[src/rtl/wb_regfile.sv]
// ---------------------------------------------------------------------------
// wb_regfile
//
// Writeback stage of the integer pipeline. It takes the MEM/WB pipeline
// register outputs, picks the writeback value (load data or ALU result),
// commits that value into a 32 x XLEN register file, and serves two
// combinational read ports to the decode stage. It also keeps a count of
// retired instructions.
//
// Handshake: there is none. Every cycle with wb_valid = 1 is consumed, and
// there is no backpressure. Stalls reach this block as bubbles
// (wb_valid = 0).
//
// Ports
//   clk             clock; all state updates on the rising edge
//   rst_n           synchronous active-low reset
//   wb_valid        MEM/WB slot holds a real instruction (0 = bubble)
//   regwrite        register write enable from MEM/WB control
//   memtoreg        1 = write read_data, 0 = write mem_alu_result
//   read_data       load data from MEM/WB
//   mem_alu_result  ALU result from MEM/WB
//   mem_write_reg   destination register index
//   rs1_addr        decode-stage source index, port 1
//   rs2_addr        decode-stage source index, port 2
//   rs1_data        source operand, port 1 (combinational)
//   rs2_data        source operand, port 2 (combinational)
//   wb_data         selected writeback value (combinational)
//   wb_we           effective write strobe this cycle (combinational)
//   instret         retired-instruction count (registered)
// ---------------------------------------------------------------------------
module wb_regfile #(
   parameter int XLEN  = 32,
   parameter int NREGS = 32,
   parameter int CNT_W = 64
) (
   input  logic             clk,
   input  logic             rst_n,
   input  logic             wb_valid,
   input  logic             regwrite,
   input  logic             memtoreg,
   input  logic [XLEN-1:0]  read_data,
   input  logic [XLEN-1:0]  mem_alu_result,
   input  logic [4:0]       mem_write_reg,
   input  logic [4:0]       rs1_addr,
   input  logic [4:0]       rs2_addr,
   output logic [XLEN-1:0]  rs1_data,
   output logic [XLEN-1:0]  rs2_data,
   output logic [XLEN-1:0]  wb_data,
   output logic             wb_we,
   output logic [CNT_W-1:0] instret
);

   logic [XLEN-1:0]  r_regs [0:NREGS-1];
   logic [CNT_W-1:0] r_instret;

   logic [XLEN-1:0]  w_wb_data;
   logic             w_wb_we;
   logic [XLEN-1:0]  w_rs1_data;
   logic [XLEN-1:0]  w_rs2_data;

   // The writeback mux is driven even for bubbles; only the strobe is qualified.
   assign w_wb_data = memtoreg ? read_data : mem_alu_result;

   // rst_n is part of the strobe so that an in-flight write is dropped while
   // reset is held. Writes to x0 are suppressed here, so entry 0 is never
   // written after reset.
   assign w_wb_we = rst_n & wb_valid & regwrite & (mem_write_reg != 5'd0);

   // Read port: x0 reads as zero; a same-cycle write to the addressed register
   // is forwarded (write-through) so decode never sees a stale operand.
   always_comb begin
      w_rs1_data = r_regs[rs1_addr];
      if (rs1_addr == 5'd0) begin
         w_rs1_data = '0;
      end else if (w_wb_we && (rs1_addr == mem_write_reg)) begin
         w_rs1_data = w_wb_data;
      end
   end

   always_comb begin
      w_rs2_data = r_regs[rs2_addr];
      if (rs2_addr == 5'd0) begin
         w_rs2_data = '0;
      end else if (w_wb_we && (rs2_addr == mem_write_reg)) begin
         w_rs2_data = w_wb_data;
      end
   end

   always_ff @(posedge clk) begin
      if (!rst_n) begin
         for (int i = 0; i < NREGS; i++) begin
            r_regs[i] <= '0;
         end
         r_instret <= '0;
      end else begin
         if (w_wb_we) begin
            r_regs[mem_write_reg] <= w_wb_data;
         end
         // Every real instruction retires, whether it writes a register or not.
         // The counter wraps naturally at 2^CNT_W.
         if (wb_valid) begin
            r_instret <= r_instret + 1'b1;
         end
      end
   end

   assign rs1_data = w_rs1_data;
   assign rs2_data = w_rs2_data;
   assign wb_data  = w_wb_data;
   assign wb_we    = w_wb_we;
   assign instret  = r_instret;

endmodule

[config.mk]
export PLATFORM = sky130hd
export DESIGN_NAME = wb_regfile
export DESIGN_NICKNAME = d
export VERILOG_FILES = /design/src/rtl/wb_regfile.sv
export SDC_FILE = /design/constraint.sdc
export NUM_CORES = 2
export LEC_CHECK = 0
export BUFFER_PORTS_ARGS = -buffer_cell sky130_fd_sc_hd__buf_4
export CAP_MARGIN = 20
export CORE_ASPECT_RATIO = 1.25
export CORE_MARGIN = 2
export CORE_UTILIZATION = 45
export DETAILED_ROUTE_END_ITERATION = 12
export PLACE_DENSITY = 0.63
export SETUP_SLACK_MARGIN = 0.5
export SYNTH_ARGS = -nofsm -noshare
export SYNTH_HDL_FRONTEND = slang
export SYNTH_SLANG_ARGS = --single-unit
[constraint.sdc]
create_clock -name clk -period 7.55 [get_ports clk]
set_input_delay 0.3775 -clock clk [delete_from_list [all_inputs] [get_ports clk]]
set_output_delay 0.3775 -clock clk [all_outputs]
set_load 0.05 [all_outputs]
# After elaboration in Yosys (flattened, before gate mapping)
# Memories as Yosys holds them, arrays and structs flattened.
# Index checks and enable logic that the tools add are counted.
# word_totals
in_bits	84
ff_bits	64
word_cells	26
out_inout_bits	161
memories	1
mem_bits_rw	1024
# op_classes
n_addsub	1
n_eq_ne	2
bitwise	3
muxes	12
n_reduce_logical	6
# memory_table
name	words	width	read_ports	rd_ports_with_merged_regs	write_ports	line_no	source
r_regs	32	32	2	0	32	53	logic [XLEN-1:0] r_regs [0:NREGS-1];
# ops
cell	count
32-bit 2-to-1 mux	6
64-bit by 1-bit adder with 64-bit output (second input constant)	1
32-bit OR reduction	1
5-bit == test	2
5-bit logical NOT	2
1-bit 2-to-1 mux	5
5-bit 2-to-1 mux	1
5-bit nonzero test	1
1-bit bitwise AND	3
1-bit logical AND	2

# Longest topological paths before layout
# logic_depth
word_depth	8
ltp_mapped	11
depth_no_buf	7

# Worst setup path after synthesis
# No wires, ideal clock.
# synth_timing
path_type	input to output
from	input port rst_n
to	output port rs2_data[16]
path_buffers	1
slack_ns	3.093
required_ns	7.173
stages	5
arrival_ns	4.080
path_cell_list	buf_2 nand3_1 a31oi_1 nand3_1 o311ai_0
# synth_between
elab_chain_len	6
# synth_lines
item	line_no	source
start: declaration	37	input logic rst_n,
1-bit bitwise AND (3 in a row)	67	assign w_wb_we = rst_n & wb_valid & regwrite & (mem_write_reg != 5'd0);
via wb_we	49	output logic wb_we,
1-bit logical AND	84	end else if (w_wb_we && (rs2_addr == mem_write_reg)) begin
32-bit 2-to-1 mux	84	
32-bit 2-to-1 mux	82	if (rs2_addr == 5'd0) begin
end: declaration	47	output logic [XLEN-1:0] rs2_data,
# The timed path passes the listed nets, and every way through them passes these cells.

# Worst setup path in the final report
# layout_timing
from	input port rst_n
to	output port rs1_data[7]
# layout_between
elab_chain_len	6
# layout_lines
item	line_no	source
1-bit bitwise AND (3 in a row)	67	
1-bit logical AND	75	end else if (w_wb_we && (rs1_addr == mem_write_reg)) begin
32-bit 2-to-1 mux	75	
32-bit 2-to-1 mux	73	if (rs1_addr == 5'd0) begin
end: declaration	46	output logic [XLEN-1:0] rs1_data,
# Every way passes these cells.

==> report_table.html <==
<table>
<tr><th>Metric</th><th>Value</th></tr>
<tr><th colspan="2">Global routing</th></tr>
<tr><td>Pin count of the biggest net entering global routing</td><td>about 80</td></tr>
<tr><td>Gr usage total</td><td>between 30% and 40%</td></tr>
<tr><td>Via count of the first global-routing pass</td><td>around 39000</td></tr>
<tr><td>GRT Residual Overflow</td><td>0</td></tr>
<tr><td>Number of antenna violations at the first check in global routing</td><td>8</td></tr>
<tr><td>First-pass GRT wire length</td><td>~280 mm</td></tr>
<tr><th colspan="2">Floorplanning</th></tr>
<tr><td>Horizontal die dimension</td><td>approximately 320 um</td></tr>
<tr><td>Number of rows created at floorplan</td><td>roughly 140</td></tr>
<tr><td>Number of top-level pins</td><td>approximately 250</td></tr>
<tr><td>Starting density of the core</td><td>45.3%</td></tr>
<tr><td>Height of the die</td><td>slightly below 400 um</td></tr>
<tr><td>Floorplan core area</td><td>approximately 0.12 sq mm</td></tr>
<tr><td>Die Footprint</td><td>0.127 sq mm</td></tr>
<tr><th colspan="2">Worst setup path</th></tr>
<tr><td>Type of the setup path with the least slack</td><td>in2out</td></tr>
<tr><td>Crit path top cell by count</td><td>buf_4</td></tr>
<tr><td>Sort of element at the start of the critical path</td><td>input pin</td></tr>
<tr><td>Critical Path, Cell by Cell</td><td>buf_4 &gt; nand3_1 &gt; a31oi_1 &gt; nand4b_1 &gt; buf_4 &gt; o21ai_0 &gt; buf_4</td></tr>
<tr><td>Critical path's largest stage delay</td><td>0.98 ns</td></tr>
<tr><td>Slowest CP cell</td><td>nand4b_1</td></tr>
<tr><td>Data arrival time of the critical path</td><td>~4.6 ns</td></tr>
<tr><td>Worst Setup End Kind</td><td>primary output</td></tr>
<tr><td>Data required time of the critical path</td><td>about 7.2 ns</td></tr>
<tr><td>Highest fanout seen on the critical path</td><td>34</td></tr>
<tr><th colspan="2">STA</th></tr>
<tr><td>Fmax achieved</td><td>~200 MHz</td></tr>
<tr><td>Transition at the pin with the smallest max-transition slack</td><td>1.16 ns</td></tr>
<tr><td>RSZ-0062 raised after global routing</td><td>false</td></tr>
<tr><td>Final critical path time including I/O delays and setup</td><td>4.96 ns</td></tr>
<tr><td>Crit share post-route</td><td>around 66%</td></tr>
<tr><td>Worst clock skew</td><td>0.0209 ns</td></tr>
<tr><td>Tightest slew margin relative to the limit</td><td>22.4%</td></tr>
<tr><td>Setup TNS</td><td>0 ns</td></tr>
<tr><td>Final Slew Violations</td><td>0</td></tr>
<tr><td>Final count of hold timing violations</td><td>0</td></tr>
<tr><td>Total of endpoints with negative setup slack in the final report</td><td>0</td></tr>
<tr><th colspan="2">Layout</th></tr>
<tr><td>Final Core Density</td><td>a little over 50%</td></tr>
<tr><td>Combined area of the multi-input logic cells</td><td>0.0223 sq mm</td></tr>
<tr><td>Synth-to-Final Area Change</td><td>13.6%</td></tr>
<tr><td>Number of nets at the end of the flow</td><td>between 4000 and 5000</td></tr>
<tr><td>FILL cells</td><td>just over 10000</td></tr>
<tr><td>Storage cell area</td><td>between 0.03 and 0.04 sq mm</td></tr>
<tr><td>Cell Count, Final, Fillers Out</td><td>~6000</td></tr>
<tr><td>Fraction of final layout cells sized beyond drive strength 1</td><td>25.9%</td></tr>
<tr><th colspan="2">Route</th></tr>
<tr><td>Post-route antenna net violation count</td><td>0</td></tr>
<tr><td>Overall via count from detail_route</td><td>~40000</td></tr>
<tr><td>DRC Markers</td><td>0</td></tr>
<tr><td>1st-pass router iterations</td><td>6</td></tr>
<tr><td>Drt first-iter violations</td><td>6321</td></tr>
<tr><td>Average routed wire per standard cell</td><td>about 33 um</td></tr>
<tr><td>Final WL</td><td>about 200 mm</td></tr>
<tr><td>Number of vias per cell</td><td>6.69</td></tr>
<tr><th colspan="2">Placed design</th></tr>
<tr><td>Post-detailed-placement half-perimeter wirelength</td><td>around 120 mm</td></tr>
<tr><td>Placer congestion estimate</td><td>about 0.93</td></tr>
<tr><td>Count of placed standard cells including taps</td><td>between 5000 and 6000</td></tr>
<tr><td>IO Port Bufs</td><td>between 200 and 250</td></tr>
<tr><th colspan="2">Power and ir drop</th></tr>
<tr><td>Power Dens Cells</td><td>around 240 mW/mm^2</td></tr>
<tr><td>Static Leak</td><td>roughly 22 nW</td></tr>
<tr><td>VDD IR max</td><td>~180 uV</td></tr>
<tr><th colspan="2">Logic synthesis</th></tr>
<tr><td>Instance count of the mapped netlist</td><td>4183</td></tr>
<tr><td>Total of flip-flops plus latches after synthesis</td><td>1088</td></tr>
<tr><td>Primary flip-flop cell chosen by synthesis mapping</td><td>edfxtp_1</td></tr>
<tr><td>Synth area leaders</td><td>edfxtp_1 (55%), mux4_2 (18%), nor2_1 (7.5%), mux2i_1 (3.5%), dfxtp_1 (2.3%)</td></tr>
<tr><td>Leading area contributor after synthesis</td><td>edfxtp_1</td></tr>
<tr><td>Fraction of synthesis flops using an asynchronous set or reset pin</td><td>0%</td></tr>
<tr><td>Mapped cell area</td><td>about 0.056 sq mm</td></tr>
<tr><td>Number of unique standard cell types used by synthesis</td><td>between 60 and 70</td></tr>
<tr><td>Warning count from the yosys run</td><td>0</td></tr>
<tr><td>Post-Synthesis Mean Instance Area</td><td>roughly 13 sq um</td></tr>
<tr><td>Synth top cells by count</td><td>nor2_1 (1112), edfxtp_1 (1024), mux4_2 (443)</td></tr>
<tr><td>Synth top area share</td><td>55.2%</td></tr>
<tr><td>Most frequent cell after synthesis</td><td>nor2_1</td></tr>
<tr><td>Number of enable flip-flop cells after synthesis</td><td>a little over 1000</td></tr>
<tr><td>Share of synthesized area occupied by flip-flops and latches</td><td>a little under three fifths</td></tr>
<tr><th colspan="2">Clocking</th></tr>
<tr><td>CTS H-tree depth</td><td>3</td></tr>
<tr><td>CTS Root Buffer Type</td><td>clkbuf_16</td></tr>
<tr><td>Post-CTS resize count</td><td>0</td></tr>
<tr><td>Post-CTS setup repair buffer count</td><td>0</td></tr>
<tr><td>Buffer levels on the longest clock path</td><td>3</td></tr>
<tr><td>TritonCTS clock tree</td><td>done</td></tr>
<tr><td>Num CTS Buffers</td><td>111</td></tr>
<tr><td>Total number of clock tree sinks</td><td>~1100</td></tr>
<tr><td>Reg clk slew, reported paths</td><td>about 0.070 ns</td></tr>
<tr><td>Insertion delay of the later-clocked pin in the worst-skew pair</td><td>around 0.73 ns</td></tr>
<tr><th colspan="2">Run</th></tr>
<tr><td>Max-cap violations</td><td>0</td></tr>
<tr><th colspan="2">Hold path</th></tr>
<tr><td>Class of the tightest hold or removal check</td><td>in2reg</td></tr>
<tr><th colspan="2">Status</th></tr>
<tr><td>Status</td><td>finished, final reports clean</td></tr>
</table>
==> worst paths after layout <==
check / to / slack, ns / cells after the start / startpoint
max: rs1_data[7] / 2.59 / 7 / rst_n
min: r_regs[29][24] / 0.1 / 3 / mem_alu_result[24]
max reg2reg: instret[62] / 4.69 / 7 / instret[0]
min reg2reg: instret[34] / 0.52 / 2 / instret[34]
==> layout make-up <==
type	count	share of cell area [%]
antenna	2	0.00791
clock buffer	129	4.56
clock inverter	76	1.27
inverter	50	0.300
multi-input combinational	2658	35.3
sequential	1088	50.6
tap	1606	3.17
timing repair buffer	384	4.79
==> worst max-delay path: cells and delay by family <==
kind,cells,cell delay [ns]
and+or+nand+nor,2,1.34
buffers and inverters,3,1.47
AOI/OAI and AO/OA,2,1.32
==> what timing repair did <==
action                                  4_1_cts  5_1_grt
endpoints found under the setup margin        0        0
hold endpoints to repair                      2        0
hold buffers                                  1        0
==> power by group <==
| part | total (W) | internal, W | switching, W |
|---|---|---|---|
| logic | 0.00215 | 0.000749 | 0.00140 |
| clock network | 0.00572 | 0.00325 | 0.00246 |
| registers | 0.00705 | 0.00690 | 0.000157 |
| total | 0.0149 | 0.0109 | 0.00402 |
==> metrics by stage <==
step	total power [W]	cell area, sq um	setup slack, ns	hold WS [ns]
2_1_floorplan	0.00844	55800	3.09	0.657
3_3_place_gp	0.00924	59500	2.82	0.482
3_5_place_dp	0.00927	59600	2.71	0.502
4_1_cts	0.0149	63300	2.70	0.0669
5_1_grt	0.0152	63300	2.50	0.113
6_report	0.0149	63300	2.59	0.0986
==> cell families after synthesis <==
logic type | share of synthesized area (%)
DFF | 57.5
buffers and inverters | 3.78
xor gates and xnor gates | 0.943
AOI/OAI and AO/OA | 4.87
muxes | 21.6
adders and majority gates | 0.0224
and+or+nand+nor | 11.3
other | 0.00673
==> state kept, by name, indices dropped and copies added (netlist names) <==
name,cells
r_regs,1024
instret,64
==> layer usage <==
metal / track usage [%] / up-vias / routed length, um
met5: 0 / - / 34
met2: 49.1 / 3088 / 93200
met4: 14.0 / 6 / 9410
met3: 8.66 / 506 / 26900
met1: 40.0 / 20400 / 69500
li1: - / 16000 / -
==> cells in the final DEF, fill, tap and decap left out, types with 6 or more instances in the layout <==
| master | netlist | routed |
|---|---|---|
| inv_6 | 0 | 6 |
| a21o_1 | 6 | 6 |
| nand4_1 | 23 | 23 |
| mux4_2 | 443 | 443 |
| a22oi_1 | 69 | 69 |
| nor2_1 | 1112 | 1110 |
| clkbuf_1 | 265 | 16 |
| buf_12 | 0 | 9 |
| dfxtp_1 | 64 | 64 |
| a211oi_1 | 27 | 27 |
| clkinvlp_4 | 0 | 12 |
| nand2_2 | 0 | 63 |
| mux2i_1 | 196 | 164 |
| o22ai_1 | 99 | 99 |
| nand2_1 | 147 | 84 |
| a32oi_1 | 12 | 12 |
| xnor2_1 | 38 | 38 |
| nand3_1 | 83 | 83 |
| a31oi_1 | 12 | 12 |
| a221oi_1 | 17 | 17 |
| conb_1 | 1 | 32 |
| or3_1 | 21 | 21 |
| edfxtp_1 | 1024 | 1024 |
| o21ai_0 | 55 | 55 |
| mux2_2 | 10 | 10 |
| o32ai_1 | 7 | 7 |
| and3_1 | 6 | 6 |
| mux2i_4 | 0 | 32 |
| inv_1 | 49 | 48 |
| a21oi_1 | 64 | 64 |
| clkinv_2 | 0 | 15 |
| nor3b_1 | 8 | 6 |
| clkbuf_16 | 0 | 113 |
| nor3_1 | 49 | 47 |
| clkinv_1 | 0 | 22 |
| buf_4 | 42 | 368 |
| nor4_1 | 9 | 9 |
| xor2_1 | 22 | 22 |
| bufinv_16 | 0 | 15 |
Note: power is estimated with default switching activity, not from simulation.
